$ cat config.mk
export PLATFORM = sky130hd
export DESIGN_NAME = qeciphy_rx_align_ctrl_flat
export DESIGN_NICKNAME = d
export VERILOG_FILES = /design/src/rtl/qeciphy_pkg.sv /design/src/rtl/qeciphy_rx_align_ctrl_if.sv /design/src/rtl/qeciphy_rx_faw_monitor.sv /design/src/rtl/qeciphy_rx_align_ctrl.sv /design/src/flat_wrapper.sv
export SDC_FILE = /design/constraint.sdc
export NUM_CORES = 1
export LEC_CHECK = 0
export ABC_CLOCK_PERIOD_IN_PS = 4500
export BUFFER_PORTS_ARGS = -buffer_cell sky130_fd_sc_hd__buf_2
export CAP_MARGIN = 10
export CORE_ASPECT_RATIO = 1.4
export CORE_UTILIZATION = 30
export DETAILED_ROUTE_END_ITERATION = 10
export PLACE_DENSITY = 0.6
export SYNTH_ARGS = -nofsm -noshare
export SYNTH_HDL_FRONTEND = slang
export SYNTH_HIERARCHICAL = 1
export SYNTH_SLANG_ARGS = --single-unit
$ cat constraint.sdc
create_clock -name clk_i -period 4.5 [get_ports clk_i]
set_clock_uncertainty 0.15 [all_clocks]
set_input_delay 0 -clock clk_i [delete_from_list [all_inputs] [get_ports clk_i]]
set_output_delay 0 -clock clk_i [all_outputs]
set_load 0.02 [all_outputs]
$ cat src/rtl/qeciphy_pkg.sv
// Shared types and helpers for the QECIPHY RX alignment supervisor.
// Latency: n/a (declarations only).
// Backpressure: n/a.
//
// Contents: one-hot state enum for the RX align controller, the FAW
// pattern and its detector (is_faw), and a counter-width helper.
package qeciphy_pkg;

  typedef enum logic [5:0] {
    ST_IDLE       = 6'b000001,
    ST_HOLD       = 6'b000010,
    ST_WAIT_ALIGN = 6'b000100,
    ST_LOCKED     = 6'b001000,
    ST_RETRY      = 6'b010000,
    ST_FAILED     = 6'b100000
  } qeciphy_rx_align_ctrl_fsm_t;

  // Frame alignment word inserted periodically by the far-end TX.
  localparam logic [63:0] FAW_WORD = 64'hA5C3_0F96_5A3C_F069;

  localparam int RETRY_CNT_W = 4;

  function automatic logic is_faw(input logic [63:0] word);
    return word == FAW_WORD;
  endfunction

  // $clog2 of a count, never narrower than one bit.
  function automatic int cnt_width(input int n);
    return (n > 1) ? $clog2(n) : 1;
  endfunction

endpackage

$ cat src/rtl/qeciphy_rx_align_ctrl_if.sv
// Bundles the aligner-facing and status signals of the RX align controller.
// Latency: n/a (wiring only).
// Backpressure: none; all signals are levels or free-running data.
//
// Ports: enable_i, aligned_i, tdata_64b_i flow into the controller;
// dp_rst_n_o, rx_locked_o, rx_error_o, retry_count_o, realign_count_o
// flow out. master = driving side (PHY top/aligner), slave = controller.
interface qeciphy_rx_align_ctrl_if;
  logic        enable_i;
  logic        aligned_i;
  logic [63:0] tdata_64b_i;
  logic        dp_rst_n_o;
  logic        rx_locked_o;
  logic        rx_error_o;
  logic [3:0]  retry_count_o;
  logic [15:0] realign_count_o;

  modport master (
    output enable_i, aligned_i, tdata_64b_i,
    input  dp_rst_n_o, rx_locked_o, rx_error_o, retry_count_o, realign_count_o
  );

  modport slave (
    input  enable_i, aligned_i, tdata_64b_i,
    output dp_rst_n_o, rx_locked_o, rx_error_o, retry_count_o, realign_count_o
  );
endinterface

$ cat src/rtl/qeciphy_rx_faw_monitor.sv
// Tracks FAW periodicity while locked and flags loss of alignment.
// Latency: loss is combinational from the gap/miss counters and faw_hit.
// Backpressure: none; counts every cycle while en is high.
//
// Ports: clk, rst_n (async active-low), en (high only in LOCKED; low
// clears both counters so LOCKED entry starts from zero), faw_hit
// (registered FAW detect), loss (MISS_THRESHOLD consecutive empty periods).
module qeciphy_rx_faw_monitor
  import qeciphy_pkg::*;
#(
  parameter int FAW_PERIOD     = 64,
  parameter int MISS_THRESHOLD = 4
) (
  input  logic clk,
  input  logic rst_n,
  input  logic en,
  input  logic faw_hit,
  output logic loss
);

  localparam int GAP_W  = cnt_width(FAW_PERIOD);
  localparam int MISS_W = cnt_width(MISS_THRESHOLD);
  localparam logic [GAP_W-1:0]  GAP_LAST  = GAP_W'(FAW_PERIOD - 1);
  localparam logic [MISS_W-1:0] MISS_LAST = MISS_W'(MISS_THRESHOLD - 1);

  logic [GAP_W-1:0]  gap_cnt;
  logic [MISS_W-1:0] miss_cnt;
  logic              period_end;

  assign period_end = (gap_cnt == GAP_LAST);

  // The miss that would bring the count up to the threshold is flagged
  // directly, so the miss counter never has to hold the threshold itself.
  // A hit landing on the last gap cycle still counts as a hit.
  assign loss = en && !faw_hit && period_end && (miss_cnt == MISS_LAST);

  always_ff @(posedge clk or negedge rst_n) begin
    if (!rst_n) begin
      gap_cnt  <= '0;
      miss_cnt <= '0;
    end else if (!en || faw_hit) begin
      gap_cnt  <= '0;
      miss_cnt <= '0;
    end else if (period_end) begin
      gap_cnt  <= '0;
      miss_cnt <= loss ? '0 : miss_cnt + 1'b1;
    end else begin
      gap_cnt  <= gap_cnt + 1'b1;
    end
  end

endmodule

$ cat src/rtl/qeciphy_rx_align_ctrl.sv
// RX 32b->64b aligner supervisor: reset sequencing, lock wait, FAW-based
// loss detection, bounded realignment retries.
// Latency: enable/aligned/loss act on the next clk_i edge; FAW detect adds 1.
// Backpressure: none; outputs are status levels.
//
// Ports: clk_i, rst_n_i (async active-low), bus (slave modport of
// qeciphy_rx_align_ctrl_if). Optional macro QECIPHY_RX_ALIGN_STATS_EN
// builds the saturating realign_count_o counter; without it the port is 0.
module qeciphy_rx_align_ctrl
  import qeciphy_pkg::*;
#(
  parameter int RST_HOLD_CYCLES = 16,
  parameter int LOCK_TIMEOUT    = 1024,
  parameter int FAW_PERIOD      = 64,
  parameter int MISS_THRESHOLD  = 4,
  parameter int MAX_RETRIES     = 7
) (
  input logic                    clk_i,
  input logic                    rst_n_i,
  qeciphy_rx_align_ctrl_if.slave bus
);

  localparam int HOLD_W = cnt_width(RST_HOLD_CYCLES);
  localparam int WAIT_W = cnt_width(LOCK_TIMEOUT);
  localparam logic [HOLD_W-1:0]      HOLD_LAST = HOLD_W'(RST_HOLD_CYCLES - 1);
  localparam logic [WAIT_W-1:0]      WAIT_LAST = WAIT_W'(LOCK_TIMEOUT - 1);
  localparam logic [RETRY_CNT_W-1:0] RETRY_LIM = RETRY_CNT_W'(MAX_RETRIES);

  qeciphy_rx_align_ctrl_fsm_t state, state_next;

  logic [HOLD_W-1:0]      hold_cnt;
  logic [WAIT_W-1:0]      wait_cnt;
  logic [RETRY_CNT_W-1:0] retry_cnt;
  logic [RETRY_CNT_W-1:0] retry_inc;
  logic                   faw_hit;
  logic                   loss;
  logic                   dp_rst_n_d;
  logic                   dp_rst_n_q;

  assign retry_inc = (retry_cnt == '1) ? retry_cnt : retry_cnt + 1'b1;

  always_ff @(posedge clk_i or negedge rst_n_i) begin
    if (!rst_n_i) begin
      faw_hit <= 1'b0;
    end else begin
      faw_hit <= is_faw(bus.tdata_64b_i) && bus.aligned_i;
    end
  end

  qeciphy_rx_faw_monitor #(
    .FAW_PERIOD     (FAW_PERIOD),
    .MISS_THRESHOLD (MISS_THRESHOLD)
  ) u_faw_monitor (
    .clk     (clk_i),
    .rst_n   (rst_n_i),
    .en      (state == ST_LOCKED),
    .faw_hit (faw_hit),
    .loss    (loss)
  );

  always_ff @(posedge clk_i or negedge rst_n_i) begin
    if (!rst_n_i) begin
      state <= ST_IDLE;
    end else begin
      state <= state_next;
    end
  end

  always_comb begin
    state_next = state;
    if (!bus.enable_i) begin
      state_next = ST_IDLE;
    end else begin
      case (state)
        ST_IDLE:       state_next = ST_HOLD;
        ST_HOLD:       if (hold_cnt == HOLD_LAST) state_next = ST_WAIT_ALIGN;
        ST_WAIT_ALIGN: begin
          if (bus.aligned_i)              state_next = ST_LOCKED;
          else if (wait_cnt == WAIT_LAST) state_next = ST_RETRY;
        end
        // Aligner dropping lock and FAW loss both lead to RETRY; the
        // aligned_i check needs no FAW history so it acts at once.
        ST_LOCKED:     if (!bus.aligned_i || loss) state_next = ST_RETRY;
        ST_RETRY:      state_next = (retry_inc >= RETRY_LIM) ? ST_FAILED : ST_HOLD;
        ST_FAILED:     state_next = ST_FAILED;
        default:       state_next = ST_IDLE;
      endcase
    end
  end

  // Datapath reset is released only while waiting for or holding lock; it is
  // registered from the next state so it toggles with the state change.
  assign dp_rst_n_d = (state_next == ST_WAIT_ALIGN) || (state_next == ST_LOCKED);

  always_ff @(posedge clk_i or negedge rst_n_i) begin
    if (!rst_n_i) begin
      dp_rst_n_q <= 1'b0;
      hold_cnt   <= '0;
      wait_cnt   <= '0;
      retry_cnt  <= '0;
    end else begin
      dp_rst_n_q <= dp_rst_n_d;
      hold_cnt   <= (state == ST_HOLD) ? hold_cnt + 1'b1 : '0;
      wait_cnt   <= (state == ST_WAIT_ALIGN) ? wait_cnt + 1'b1 : '0;
      if (state_next == ST_IDLE) begin
        retry_cnt <= '0;
      end else if (state == ST_RETRY) begin
        retry_cnt <= retry_inc;
      end
    end
  end

  assign bus.dp_rst_n_o    = dp_rst_n_q;
  assign bus.rx_locked_o   = (state == ST_LOCKED);
  assign bus.rx_error_o    = (state == ST_FAILED);
  assign bus.retry_count_o = retry_cnt;

`ifdef QECIPHY_RX_ALIGN_STATS_EN
  logic [15:0] realign_cnt;

  always_ff @(posedge clk_i or negedge rst_n_i) begin
    if (!rst_n_i) begin
      realign_cnt <= '0;
    end else if ((state == ST_LOCKED) && (state_next == ST_RETRY) && (realign_cnt != '1)) begin
      realign_cnt <= realign_cnt + 1'b1;
    end
  end

  assign bus.realign_count_o = realign_cnt;
`else
  assign bus.realign_count_o = '0;
`endif

endmodule

$ cat src/flat_wrapper.sv
// flat-port wrapper written by rule: the top's interface ports become plain ports
module qeciphy_rx_align_ctrl_flat import qeciphy_pkg::*;
#(
  parameter int RST_HOLD_CYCLES = 16,
  parameter int LOCK_TIMEOUT    = 1024,
  parameter int FAW_PERIOD      = 64,
  parameter int MISS_THRESHOLD  = 4,
  parameter int MAX_RETRIES     = 7
)
  (clk_i, rst_n_i, bus_enable_i, bus_aligned_i, bus_tdata_64b_i, bus_dp_rst_n_o, bus_rx_locked_o, bus_rx_error_o, bus_retry_count_o, bus_realign_count_o);
  qeciphy_rx_align_ctrl_if bus_i ();
  input logic clk_i;
  input logic rst_n_i;
  input wire logic [$bits(bus_i.enable_i)-1:0] bus_enable_i;
  input wire logic [$bits(bus_i.aligned_i)-1:0] bus_aligned_i;
  input wire logic [$bits(bus_i.tdata_64b_i)-1:0] bus_tdata_64b_i;
  output wire logic [$bits(bus_i.dp_rst_n_o)-1:0] bus_dp_rst_n_o;
  output wire logic [$bits(bus_i.rx_locked_o)-1:0] bus_rx_locked_o;
  output wire logic [$bits(bus_i.rx_error_o)-1:0] bus_rx_error_o;
  output wire logic [$bits(bus_i.retry_count_o)-1:0] bus_retry_count_o;
  output wire logic [$bits(bus_i.realign_count_o)-1:0] bus_realign_count_o;
  assign bus_i.enable_i = bus_enable_i;
  assign bus_i.aligned_i = bus_aligned_i;
  assign bus_i.tdata_64b_i = bus_tdata_64b_i;
  assign bus_dp_rst_n_o = bus_i.dp_rst_n_o;
  assign bus_rx_locked_o = bus_i.rx_locked_o;
  assign bus_rx_error_o = bus_i.rx_error_o;
  assign bus_retry_count_o = bus_i.retry_count_o;
  assign bus_realign_count_o = bus_i.realign_count_o;
  qeciphy_rx_align_ctrl #(.RST_HOLD_CYCLES(RST_HOLD_CYCLES), .LOCK_TIMEOUT(LOCK_TIMEOUT), .FAW_PERIOD(FAW_PERIOD), .MISS_THRESHOLD(MISS_THRESHOLD), .MAX_RETRIES(MAX_RETRIES)) u_core (.clk_i(clk_i), .rst_n_i(rst_n_i), .bus(bus_i));
endmodule
* Word-level counts from Yosys, hierarchy flattened
Index checks and enable logic that the tools add are counted. W data, S select, Z words.
Word-level totals: flip-flop bits (word level) 34, input port bits 68, output and inout port bits 23, logic and storage cells 58
Operators by class: add/sub/neg operators 5, magnitude comparators 1, equal/unequal tests 15, muxes and demuxes 17, reductions and logical operators 12
Operators with widths (number):
- $eq A64 B64 Y1 const B | 1
- $mux W6 | 8
- $pmux W6 S6 | 1
- $mux W4 | 4
- $eq A6 B1 Y1 const B | 2
- $eq A6 B3 Y1 const B | 2
- $eq A6 B4 Y1 const B | 2
- $eq A6 B6 Y1 const B | 2
- $add A10 B1 Y10 const B | 1
- $eq A10 B10 Y1 const B | 1
- $mux W10 | 1
- $add A4 B1 Y4 const B | 2
- $eq A4 B4 Y1 const B | 2
- $add A6 B1 Y6 const B | 1
- $eq A6 B2 Y1 const B | 1
- $eq A6 B5 Y1 const B | 1
- $mux W2 | 3
- $ge A4 B3 Y1 const B | 1
- $logic_and A1 B1 Y1 | 4
- $reduce_bool A2 Y1 | 2
- $logic_not A1 Y1 | 3
- $logic_or A1 B1 Y1 | 3
- $add A2 B1 Y2 const B | 1
- $eq A2 B2 Y1 const B | 1

* Logic depth before layout (Yosys ltp)
Gate-level depths: netlist of run 1.
depth in word-level cells 10, depth in mapped cells 9, gate-level depth less buffers 9

* By module
Netlist of run 1, hierarchy kept.
Modules (own cells, without submodules):
- qeciphy_rx_align_ctrl | times used 1, cells an instance 180, area each 1620.3 um^2, sequential area each 651.9 um^2
- qeciphy_rx_faw_monitor | times used 1, cells an instance 37, area each 382.9 um^2, sequential area each 200.2 um^2

* Least setup slack after synthesis of run 1
No wires, ideal clock.
path kind reg2reg, start reg u_core.state[1], end reg u_core.dp_rst_n_q (netlist: u_core/bus.dp_rst_n_o), setup time 143 ps, arrival time 2235 ps, required time 4207 ps, setup slack 1973 ps, stages on the path, launching flop included 10, buffers on the path 0, period minus slack after synthesis 2527 ps, cell sequence dfrtp_1 nor2_1 nand3b_1 nor3_1 nor2b_1 and3_1 nand2b_1 o41ai_1 o22ai_1 a21oi_1
On the way: word-level cells in the longest chain between the ends 10, elaborated cells on any way between the ends 19, those cells by class eq/ne: 8; mux: 6; reduce/logical: 5
RTL lines:
- start: declaration | line qeciphy_rx_align_ctrl.sv:29 | qeciphy_rx_align_ctrl_fsm_t state, state_next;
- start signal: assignment | line qeciphy_rx_align_ctrl.sv:65 | state <= state_next;
- $eq A6 B4 Y1 *
- net bus_rx_locked_o | line flat_wrapper.sv:18 | output wire logic [$bits(bus_i.rx_locked_o)-1:0] bus_rx_locked_o;
- $logic_and A1 B1 Y1 * (3 in a row) | line qeciphy_rx_faw_monitor.sv:35 | assign loss = en && !faw_hit && period_end && (miss_cnt == MISS_LAST);
- net u_core.loss | line qeciphy_rx_align_ctrl.sv:36 | logic loss;
- $logic_or A1 B1 Y1 * | line qeciphy_rx_align_ctrl.sv:83 | ST_LOCKED: if (!bus.aligned_i || loss) state_next = ST_RETRY;
- $mux W6 * | line qeciphy_rx_align_ctrl.sv:83
- $pmux W6 S6 * | line qeciphy_rx_align_ctrl.sv:74 | case (state)
- $mux W6 * | line qeciphy_rx_align_ctrl.sv:71 | if (!bus.enable_i) begin
- $eq A6 B3 Y1 or $eq A6 B4 Y1 (tied branches) | line qeciphy_rx_align_ctrl.sv:93 | assign dp_rst_n_d = (state_next == ST_WAIT_ALIGN) || (state_next == ST_LOCKED);
- $logic_or A1 B1 Y1 * | line qeciphy_rx_align_ctrl.sv:93
- net u_core.dp_rst_n_d | line qeciphy_rx_align_ctrl.sv:37 | logic dp_rst_n_d;
- end signal: assignment | line qeciphy_rx_align_ctrl.sv:102 | dp_rst_n_q <= dp_rst_n_d;
- end: declaration | line qeciphy_rx_align_ctrl.sv:38 | logic dp_rst_n_q;
The timed path passes the listed nets; every way through them passes the cells marked *. A chain may end at the register's enable or synchronous reset.

* Final worst setup path of run 1
start in bus_tdata_64b_i[24], end reg u_core.faw_hit
On the way: word-level cells in the longest chain between the ends 2
RTL lines:
- start: declaration | line flat_wrapper.sv:16 | input wire logic [$bits(bus_i.tdata_64b_i)-1:0] bus_tdata_64b_i;
- $eq A64 B64 Y1 | line qeciphy_pkg.sv:24 | return word == FAW_WORD;
- $logic_and A1 B1 Y1 | line qeciphy_rx_align_ctrl.sv:46 | faw_hit <= is_faw(bus.tdata_64b_i) && bus.aligned_i;
- end signal: assignment | line qeciphy_rx_align_ctrl.sv:46
- end: declaration | line qeciphy_rx_align_ctrl.sv:35 | logic faw_hit;
No other way between the ends.

==> run metrics, run 1 <==
Reg-to-Reg End=u_core/bus.dp_rst_n_o; post-route design area=between 2000 and 3000 µm²; power share of the sequential group=around 50%; Max rail drop VDD=0.121 mV; global-route usage over all layers=between 10% and 20%; CTS Root Cell=sky130_fd_sc_hd__clkbuf_8; total congestion overflow=0; Post CTS Setup Buffer Count=0; proportion of total power due to net switching=27.3%; Cell Rows=34; initial antenna violation count=0; Yosys top cell area share=between 40% and 50%; Post-Route Utilization=~40%; P_sw=approximately 190 µW; vias post-DR=1816; arrival time at the worst endpoint=2.84 ns; Synth-to-Final Area Change=27.1%; count of different cell masters after synthesis=43; number of detailed-routing iterations run before antenna repair=7; setup TNS=0 ns; TritonCTS clock tree=built; Seq/Total Area, Yosys=between 40% and 50%; portion of the clock cycle consumed by the worst path in the final layout=~62%; class of the worst hold path=in -> async; die boundary width=71.1 µm; violated checks=DRC; number of warnings printed during yosys synthesis=6; register-to-register setup slack=around 2.0 ns; Clock Path Buffers=2; clock share of power=between 30% and 40%; mean area per synthesized cell=approximately 9 µm²; vias in the first global route=1668; detailed router's first-iteration violation count=92; total power per unit cell area=266 nW/µm²; setup repair after global routing missed its margin=no; placed wire-length estimate after detailed placement=3420 µm; Worst Path Max Fanout=1; antenna violation net count after detailed routing=0; number of flops mapped to enable cells by yosys=0; crit path launch type=input pin; maximum number of pins on one net before global-route repair=35; fin nets=375; element type at the critical path end=flip-flop; share of flip-flops with an asynchronous set or reset after synthesis=100%; global-route wire length before repair=about 7100 µm; antenna diode instance count=0; gp weighted congestion=0.821; number of standard cells after synthesis=about 220; max-slew headroom at the worst pin=between 40 and 50%; critical path launch point=bus_tdata_64b_i[24]; ratio of routed vias to standard cells=4.84; static leakage power=~0.0012 µW; clock period minus final worst setup slack=between 2 and 3 ns; hold violation total from the final report=0; biggest area consumer among synthesized cells=sky130_fd_sc_hd__dfrtp_1; TritonCTS sink count=34; Final Total Pwr=a little under 700 µW; setup violators final=0; total die area=between 7000 and 8000 µm²; startpoint of the most critical register-to-register path=u_core/state[1]; htree depth=2; power share of the combinational group=about 18%; Cell Area, Synth=about 2000 µm²; IO Count=between 90 and 100; number of max-slew violations in the final report=0; minimum hold slack=about 0.18 ns; initial core utilization=31.6%; Required @ worst endpoint=about 4.6 ns; Int Power=493 µW; Core Box Area=6340 µm²; clock edge transition at the registers on the reported setup and hold paths=0.07 ns; highest clock frequency the design can meet=around 0.36 GHz; cells on worst reg2reg path=9; Post-DP Area=2380 µm²; share of cells above drive strength 1=between 20% and 30%; Worst Max-Slew Pin Slew=between 0.7 and 0.8 ns; class of the most critical setup path=in -> reg; most frequently used flop master after synthesis=sky130_fd_sc_hd__dfrtp_1; TritonCTS buffer count=5; critical path endpoint=u_core/faw_hit; Synth area leaders=sky130_fd_sc_hd__dfrtp_1 (41%), sky130_fd_sc_hd__buf_4 (6.0%), sky130_fd_sc_hd__nor2_1 (5.6%); later-pin clock latency in the skew report=0.28 ns; Routed WL=~4300 µm; run status=finished, violations left; DRC violations left=1; detailed-route wire length per cell=~11 µm; # port buffers=74; most common cell in the netlist=sky130_fd_sc_hd__dfrtp_1; die height=slightly below 100 µm; FF+latch count, synth=34; list of most frequent post-synthesis cells=sky130_fd_sc_hd__dfrtp_1 (33), sky130_fd_sc_hd__nor2_1 (30), sky130_fd_sc_hd__buf_4 (16); Max Cap Viol=0
[power by group through the flow]
stage | registers (µW) | clock network [µW] | logic [µW]
floorplan | 333 | 0 | 79.1
global placement | 334 | 0 | 117
detailed placement | 335 | 0 | 117
CTS | 330 | 238 | 120
global route | 331 | 256 | 132
finish | 330 | 230 | 119
[routing by layer]
layer	vias up	global-route usage, %	part of all wire [%]	wire length, µm
met5	-	0	0	0
met4	0	4.77	1.8	77
met3	7	2.76	7.0	300
met2	92	23.8	49	2100
met1	811	14.5	42	1830
li1	906	-	-	-
[worst min path at each step]
stage	slack, ns	to	from	cells after the start
global route	0.23	u_core/u_faw_monitor/gap_cnt[5]	rst_n_i	2
CTS	0.21	u_core/u_faw_monitor/gap_cnt[0]	rst_n_i	2
finish	0.18	u_core/wait_cnt[5]	rst_n_i	2
detailed placement	-0.03	u_core/wait_cnt[4]	rst_n_i	1
global placement	-0.04	u_core/wait_cnt[5]	rst_n_i	1
floorplan	-0.45	u_core/bus.dp_rst_n_o	rst_n_i	0
[per-stage QoR]
stage	worst slack, ns	instances
3_3_place_gp	2.14	360
2_1_floorplan	1.97	232
3_5_place_dp	2.04	360
4_1_cts	1.74	375
5_1_grt	1.65	375
6_report	1.73	375
[sequential cells by signal, indices dropped and copies added, names as in the netlist]
signal	cells
u_core/wait_cnt	10
u_core/state	6
u_core/u_faw_monitor/gap_cnt	6
u_core/u_faw_monitor/miss_cnt	2
u_core/bus.dp_rst_n_o	1
u_core/hold_cnt	4
u_core/bus.retry_count_o	4
u_core/faw_hit	1
[critical path, stage by stage]
cell	delay, ns
sky130_fd_sc_hd__dlygate4sd3_1	0.53
sky130_fd_sc_hd__buf_2	0.12
sky130_fd_sc_hd__nor4bb_1	0.22
sky130_fd_sc_hd__dlygate4sd3_1	0.58
sky130_fd_sc_hd__nand2_1	0.05
sky130_fd_sc_hd__dlygate4sd3_1	0.56
sky130_fd_sc_hd__nor4_1	0.22
sky130_fd_sc_hd__dlygate4sd3_1	0.57
[logic make-up (layout without fill, tap and decap cells)]
family	Yosys count	count (layout)	synth area share, %
and+or+nand+nor	115	115	31.9
DFF	34	34	42.5
AOI/OAI and AO/OA	24	24	7.43
buffers and inverters	21	92	7.31
xor gates and xnor gates	15	15	6.56
adders and majority gates	5	5	3.12
muxes	2	2	0.999
other	1	16	0.187
[layout by cell type, fill, tap and decap left out, types with 4 or more instances in the layout]
master	count
sky130_fd_sc_hd__a21oi_1	9
sky130_fd_sc_hd__buf_2	74
sky130_fd_sc_hd__clkbuf_8	6
sky130_fd_sc_hd__conb_1	16
sky130_fd_sc_hd__dfrtp_1	33
sky130_fd_sc_hd__dlygate4sd3_1	7
sky130_fd_sc_hd__ha_1	5
sky130_fd_sc_hd__nand2_1	14
sky130_fd_sc_hd__nand2b_1	10
sky130_fd_sc_hd__nand3_1	15
sky130_fd_sc_hd__nand4_1	5
sky130_fd_sc_hd__nor2_1	30
sky130_fd_sc_hd__nor2b_1	4
sky130_fd_sc_hd__nor3_1	7
sky130_fd_sc_hd__nor4_1	5
sky130_fd_sc_hd__nor4bb_1	5
sky130_fd_sc_hd__o21ai_0	6
sky130_fd_sc_hd__xnor2_1	7
sky130_fd_sc_hd__xor2_1	8
[final cells by class]
class	count	area, µm²
clock buffers	7	86.3
clock inverters	1	5.00
fillers	639	3790
inverters	3	11.3
multi-input cells	177	1060
flip-flops and latches	34	852
well taps	72	90.1
repair buffers	81	440
[repair_timing]
action / in CTS / in global routing
hold buffers: 7 / 0
gates resized for setup: 0 / 0
endpoints found under the hold margin: 39 / 0
Power figures use the tool's default switching activity.
==> run 2, diff against run 1 <==
--- a/config.mk
+++ b/config.mk
@@ -5,13 +5,13 @@
 export SDC_FILE = /design/constraint.sdc
 export NUM_CORES = 1
 export LEC_CHECK = 0
-export ABC_CLOCK_PERIOD_IN_PS = 4500
+export ABC_CLOCK_PERIOD_IN_PS = 2400
 export BUFFER_PORTS_ARGS = -buffer_cell sky130_fd_sc_hd__buf_2
 export CAP_MARGIN = 10
 export CORE_ASPECT_RATIO = 1.4
 export CORE_UTILIZATION = 30
 export DETAILED_ROUTE_END_ITERATION = 10
-export PLACE_DENSITY = 0.6
+export PLACE_DENSITY = 0.62
 export SYNTH_ARGS = -nofsm -noshare
 export SYNTH_HDL_FRONTEND = slang
 export SYNTH_HIERARCHICAL = 1
==> constraint.sdc (replaced) <==
create_clock -name clk_i -period 2.4 [get_ports clk_i]
set_clock_uncertainty 0.15 [all_clocks]
set_input_delay 0 -clock clk_i [delete_from_list [all_inputs] [get_ports clk_i]]
set_output_delay 0 -clock clk_i [all_outputs]
set_load 0.02 [all_outputs]
==> run 2 against run 1 <==
The flow still finishes with violations (DRC). Design area is 5.4% higher. Clock power grew 120%. Sequential share of layout area fell by 1.7 points. Power rose by 100%. Count of clock-buffer cells in the layout did not move. Non-clock buffer count up 11. Worst hold slack worse by 0.011 ns. Final cell count up 2.9%. Largest cell class unchanged.
==> run metrics, run 2 (same netlist as run 1, synthesis figures left out) <==
clock edge transition at the registers on the reported setup and hold paths=0.07 ns (about the same); class of the worst hold path=in -> async; htree depth=2 (unchanged); global-route usage over all layers=13.7% (+0.77 points); arrival time at the worst endpoint=2.32 ns (-0.52 ns); # port buffers=74 (unchanged); total power per unit cell area=506 nW/µm² (+90%); run status=finished, violations left; clock period minus final worst setup slack=2.29 ns; startpoint of the most critical register-to-register path=u_core/state[1]; CTS Root Cell=sky130_fd_sc_hd__clkbuf_8; static leakage power=0.00122 µW (+4.6%); highest clock frequency the design can meet=roughly 0.44 GHz; initial core utilization=31.6% (unchanged); detailed-route wire length per cell=11.5 µm (+0.56%); initial antenna violation count=0 (unchanged); minimum hold slack=0.168 ns (-0.0107 ns); Required @ worst endpoint=2.43 ns (-2.14 ns); vias post-DR=1894 (+4.3%); share of cells above drive strength 1=29.6% (+0.90 points); antenna violation net count after detailed routing=0 (unchanged); setup TNS=0 ns (unchanged); most common library cell in the layout ignoring fill and taps=sky130_fd_sc_hd__buf_2; cells on worst reg2reg path=9 (unchanged); global-route wire length before repair=7590 µm (+6.9%); TritonCTS buffer count=5 (unchanged); max-slew headroom at the worst pin=49.8% (+0.95 points); element type at the critical path end=flip-flop; Final Total Pwr=1360 µW (+100%); critical path endpoint=u_core/faw_hit; register-to-register setup slack=0.25 ns (-1.77 ns); number of max-slew violations in the final report=0 (unchanged); Reg-to-Reg End=u_core/bus.dp_rst_n_o; setup violators final=0 (unchanged); cell count along the critical path=7 (-1); die height=98.7 µm (unchanged); Max rail drop VDD=0.275 mV (+130%); Cell Rows=34 (unchanged); fin nets=386 (+2.9%); top library cells by usage in the layout, fill and taps aside=sky130_fd_sc_hd__buf_2 (74), sky130_fd_sc_hd__dfrtp_1 (33), sky130_fd_sc_hd__nor2_1 (29); Synth-to-Final Area Change=34.0%; Worst Path Max Fanout=1 (unchanged); TritonCTS sink count=34 (unchanged); total congestion overflow=0 (unchanged); Routed WL=4450 µm (+3.5%); class of the most critical setup path=in -> reg; later-pin clock latency in the skew report=0.28 ns (about the same); portion of the clock cycle consumed by the worst path in the final layout=a little over nine tenths; violated checks=DRC; register with the most flip-flops=u_core/wait_cnt; Worst Max-Slew Pin Slew=0.752 ns (-0.0143 ns); Crit path buffers/inverters=4 (-1); gp weighted congestion=0.797 (-2.9%); min setup slack post-route=0.115 ns (-1.61 ns); vias in the first global route=1761 (+5.6%); maximum number of pins on one net before global-route repair=35 (unchanged); Core Box Area=6340 µm² (unchanged); total die area=7010 µm² (unchanged); Top delay family on crit path=buffers and inverters; Clock Path Buffers=2 (unchanged); critical path launch point=bus_tdata_64b_i[24]; TritonCTS clock tree=built; placed wire-length estimate after detailed placement=3500 µm (+2.5%); detailed router's first-iteration violation count=60 (-35%); flip-flop count of the largest register, all copies and words added=10 (unchanged); die boundary width=71.1 µm (unchanged); crit path launch type=input pin; IO Count=91 (unchanged); Critical Path Most Common Cell=sky130_fd_sc_hd__dlygate4sd3_1; antenna diode instance count=0 (unchanged); Largest regs=u_core/wait_cnt x10, u_core/state x6, u_core/u_faw_monitor/gap_cnt x6; list of cells traversed by the critical path=dlygate4sd3_1 -> buf_2 -> nor4bb_2 -> dlygate4sd3_1 -> nand2_1 -> dlygate4sd3_1 -> nor4_2; number of detailed-routing iterations run before antenna repair=7 (unchanged); setup repair after global routing missed its margin=no; Post-Place Worst Slack=0.233 ns (-1.80 ns); Max Cap Viol=0 (unchanged); DRC violations left=2 (+1); ratio of routed vias to standard cells=4.91 (+1.3%); cell with the largest stage delay on the worst path=sky130_fd_sc_hd__dlygate4sd3_1; max incr delay on CP=0.59 ns (about the same); hold violation total from the final report=0 (unchanged); Post CTS Setup Buffer Count=0 (unchanged); Layout fillers=651 (+1.9%)
[run 2: cell count changes in the layout (fill, tap and decap cells not counted)]
cell / change
sky130_fd_sc_hd__clkbuf_1: +1
sky130_fd_sc_hd__buf_4: +3
sky130_fd_sc_hd__nor2_2: +1
sky130_fd_sc_hd__nor4_2: +1
sky130_fd_sc_hd__nor3_1: -1
sky130_fd_sc_hd__nor2_1: -1
sky130_fd_sc_hd__nor4_1: -1
sky130_fd_sc_hd__nor3_2: +1
sky130_fd_sc_hd__bufinv_16: +1
sky130_fd_sc_hd__dlygate4sd3_1: +8
sky130_fd_sc_hd__nor4bb_2: +1
sky130_fd_sc_hd__clkinv_2: -1
sky130_fd_sc_hd__nor4bb_1: -1
sky130_fd_sc_hd__clkbuf_8: -1
[run 2: worst min-delay path by stage]
stage / from / depth (start not counted) / end
floorplan: rst_n_i / 0 / u_core/bus.dp_rst_n_o
global placement: rst_n_i / 1 / u_core/hold_cnt[2]
detailed placement: rst_n_i / 1 / u_core/hold_cnt[3]
CTS: rst_n_i / 2 / u_core/hold_cnt[3]
global route: rst_n_i / 2 / u_core/hold_cnt[2]
finish: rst_n_i / 2 / u_core/hold_cnt[3]
[run 2: layout make-up]
cell class / count / area (µm²) / share of cell area (%)
Multi-Input combinational cell: 177 / 1080 / 40.3
Sequential cell: 34 / 852 / 31.7
Timing Repair Buffer: 92 / 543 / 20.2
Tap cell: 72 / 90.1 / 3.36
Clock buffer: 7 / 76.3 / 2.84
Clock inverter: 1 / 30.0 / 1.12
Inverter: 3 / 11.3 / 0.420
[run 2: per-layer routing]
| layer | track usage [%] | part of all wire, % | wire [µm] |
|---|---|---|---|
| met1 | 15.1 | 41 | 1810 |
| met2 | 26.2 | 52 | 2320 |
| met3 | 2.76 | 6.8 | 304 |
| met4 | 3.85 | 0.47 | 21 |
| met5 | 0 | 0 | 0 |
[run 2: stage by stage]
stage                     instance area, µm²  std cells  utilization, %
after floorplan                         2060        232               -
after global placement                  2410        363            38.1
after detailed placement                2410        363            38.1
after CTS                               2670        386            42.1
after global routing                    2680        386            42.3
final                                   2680        386            42.3
[run 2: worst reg2reg max path, stage by stage, from the launching register on]
cell                       delay, ns
sky130_fd_sc_hd__dfrtp_1        0.44
sky130_fd_sc_hd__nor2_2         0.18
sky130_fd_sc_hd__nand3b_1       0.16
sky130_fd_sc_hd__nor3_2         0.15
sky130_fd_sc_hd__nor2b_1        0.24
sky130_fd_sc_hd__and3_1         0.23
sky130_fd_sc_hd__nand2b_1       0.11
sky130_fd_sc_hd__o41ai_1        0.06
sky130_fd_sc_hd__o22ai_1        0.20
sky130_fd_sc_hd__a21oi_1        0.09
[run 2: repair_timing]
item	in CTS	in global routing
hold buffers	15	0
hold endpoints to repair	39	0
gates resized for setup	0	3
setup endpoints to repair	0	3
[run 2: where the power goes]
group | switching, µW | internal, µW | leakage, µW
Sequential | 23.3 | 596 | 0.000471
Clock | 193 | 311 | 0.0000524
Combinational | 131 | 104 | 0.000697
==> run 3, diff against run 2 <==
--- a/config.mk
+++ b/config.mk
@@ -8,10 +8,12 @@
 export ABC_CLOCK_PERIOD_IN_PS = 2400
 export BUFFER_PORTS_ARGS = -buffer_cell sky130_fd_sc_hd__buf_2
 export CAP_MARGIN = 10
+export CELL_PAD_IN_SITES_DETAIL_PLACEMENT = 0
+export CELL_PAD_IN_SITES_GLOBAL_PLACEMENT = 1
 export CORE_ASPECT_RATIO = 1.4
 export CORE_UTILIZATION = 30
 export DETAILED_ROUTE_END_ITERATION = 10
-export PLACE_DENSITY = 0.62
+export PLACE_DENSITY = 0.81
 export SYNTH_ARGS = -nofsm -noshare
 export SYNTH_HDL_FRONTEND = slang
 export SYNTH_HIERARCHICAL = 1
==> run 3 against run 2 <==
The flow now finishes without violations. Power down 5.9%. Fmax up 1.2%. Setup slack improved by 0.028 ns. Flip-flop and latch count is the same. Non-clock buffer count stayed put. Sequential share of layout area rose by 0.25 points.
==> run metrics, run 3 (same netlist as run 1, synthesis figures left out) <==
run status=finished clean; maximum number of pins on one net before global-route repair=35 (unchanged); Max Cap Viol=0 (unchanged); Cell Rows=34 (unchanged); initial core utilization=31.6% (unchanged); global-route wire length before repair=7350 µm (-3.2%); # port buffers=74 (unchanged); antenna diode instance count=0 (unchanged); later-pin clock latency in the skew report=0.28 ns (about the same); cells on worst reg2reg path=9 (unchanged); initial antenna violation count=0 (unchanged); list of cells traversed by the critical path=dlygate4sd3_1 -> buf_2 -> nor4bb_1 -> dlygate4sd3_1 -> nand2_1 -> dlygate4sd3_1 -> nor4_2; die height=98.7 µm (unchanged); IO Count=91 (unchanged); gp weighted congestion=0.785 (-1.5%); global-route usage over all layers=13.4% (-0.32 points); number of max-slew violations in the final report=0 (unchanged); Core Box Area=6340 µm² (unchanged); die boundary width=71.1 µm (unchanged); area occupied by multi-input gates=1070 µm² (-0.58%); Routed WL=4380 µm (-1.6%); total die area=7010 µm² (unchanged); Largest regs=u_core/wait_cnt x10, u_core/state x6, u_core/u_faw_monitor/gap_cnt x6; setup violators final=0 (unchanged); flip-flop count of the largest register, all copies and words added=10 (unchanged); max incr delay on CP=0.58 ns (about the same); share of cells above drive strength 1=29.6% (unchanged); detailed-route wire length per cell=11.3 µm (-1.6%); fin nets=386 (unchanged); arrival time at the worst endpoint=2.29 ns (-0.03 ns); setup repair after global routing missed its margin=no; class of the most critical setup path=in -> reg; Clock Path Buffers=2 (unchanged); Worst Path Max Fanout=1 (unchanged); Critical Path Most Common Cell=sky130_fd_sc_hd__dlygate4sd3_1; clock edge transition at the registers on the reported setup and hold paths=0.07 ns (about the same); Reg-to-Reg End=u_core/bus.dp_rst_n_o; TritonCTS buffer count=5 (unchanged); top library cells by usage in the layout, fill and taps aside=sky130_fd_sc_hd__buf_2 (74), sky130_fd_sc_hd__dfrtp_1 (33), sky130_fd_sc_hd__nor2_1 (29); antenna violation net count after detailed routing=0 (unchanged); Synth-to-Final Area Change=32.9%; startpoint of the most critical register-to-register path=u_core/state[1]; minimum hold slack=0.173 ns (+0.00539 ns); element type at the critical path end=flip-flop; most common library cell in the layout ignoring fill and taps=sky130_fd_sc_hd__buf_2; TritonCTS sink count=34 (unchanged); Worst Max-Slew Pin Slew=0.743 ns (-0.00913 ns); TritonCTS clock tree=built; Layout fillers=628 (-3.5%); total congestion overflow=0 (unchanged); max-slew headroom at the worst pin=50.4% (+0.61 points); Max rail drop VDD=0.268 mV (-2.8%); DRC violations left=0 (-2); CTS Root Cell=sky130_fd_sc_hd__clkbuf_8; Top delay family on crit path=buffers and inverters; htree depth=2 (unchanged); Crit path buffers/inverters=4 (unchanged); Post CTS Setup Buffer Count=0 (unchanged); clock period minus final worst setup slack=2.26 ns (-0.0276 ns); highest clock frequency the design can meet=0.443 GHz (+1.2%); cell with the largest stage delay on the worst path=sky130_fd_sc_hd__dlygate4sd3_1; crit path launch type=input pin; hold violation total from the final report=0 (unchanged); class of the worst hold path=in -> async; vias post-DR=1861 (-1.7%); number of detailed-routing iterations run before antenna repair=6 (-1); vias in the first global route=1734 (-1.5%); detailed router's first-iteration violation count=125 (+110%); total power per unit cell area=480 nW/µm² (-5.2%); setup TNS=0 ns (unchanged); portion of the clock cycle consumed by the worst path in the final layout=94.1% (-1.2 points); Sequential cell area=852 µm² (unchanged); Required @ worst endpoint=2.43 ns (about the same); register with the most flip-flops=u_core/wait_cnt; placed wire-length estimate after detailed placement=3360 µm (-3.9%); ratio of routed vias to standard cells=4.82 (-1.7%); static leakage power=0.00122 µW (-0.38%); register-to-register setup slack=0.23 ns (-0.02 ns)
-- run 3: repair_timing --
item                                    in CTS  in global routing
hold endpoints to repair                    39                  0
gates resized for setup                      0                  2
hold buffers                                15                  0
endpoints found under the setup margin       0                  3
-- run 3: routing by layer --
layer	wire length [µm]	vias up	global-route usage, %	share of wire (%)
met5	0	-	0	0
met4	69	0	4.62	1.6
met3	339	7	2.76	7.7
met2	2150	97	24.0	49
met1	1820	830	15.8	41
li1	-	927	-	-
-- run 3: area by class of cell --
cell class | count | area share [%]
Clock buffer | 7 | 3.24
Sequential cell | 34 | 32.0
Multi-Input combinational cell | 177 | 40.4
Inverter | 3 | 0.423
Tap cell | 72 | 3.38
Clock inverter | 1 | 0.188
Timing Repair Buffer | 92 | 20.4
-- run 3: worst max-delay path by stage --
stage                         from               endpoint  slack [ns]  depth (start not counted)
2_1_floorplan      u_core/state[1]  u_core/bus.dp_rst_n_o        0.13                          9
3_3_place_gp       u_core/state[1]  u_core/bus.dp_rst_n_o        0.25                          9
3_5_place_dp       u_core/state[1]  u_core/bus.dp_rst_n_o        0.22                          9
4_1_cts        bus_tdata_64b_i[17]         u_core/faw_hit        0.09                          7
5_1_grt            u_core/state[1]  u_core/bus.dp_rst_n_o       0.004                          9
6_report        bus_tdata_64b_i[4]         u_core/faw_hit        0.14                          7
-- run 3: power by group --
part / total (µW) / leakage, µW / switching, µW / internal, µW
logic: 231 / 0.000697 / 128 / 103
registers: 623 / 0.000471 / 26.6 / 596
clock network: 423 / 0.0000482 / 192 / 231
total: 1280 / 0.00122 / 347 / 931
-- run 3: per-stage QoR --
step	cells	total power [µW]	util, %	setup slack (ns)	cell area, µm²
floorplan	232	773	-	0.130	2060
global placement	363	846	38.1	0.247	2410
detailed placement	363	849	38.1	0.221	2410
CTS	386	1290	41.9	0.0945	2650
global route	386	1350	42.0	0.00352	2660
finish	386	1280	42.0	0.142	2660
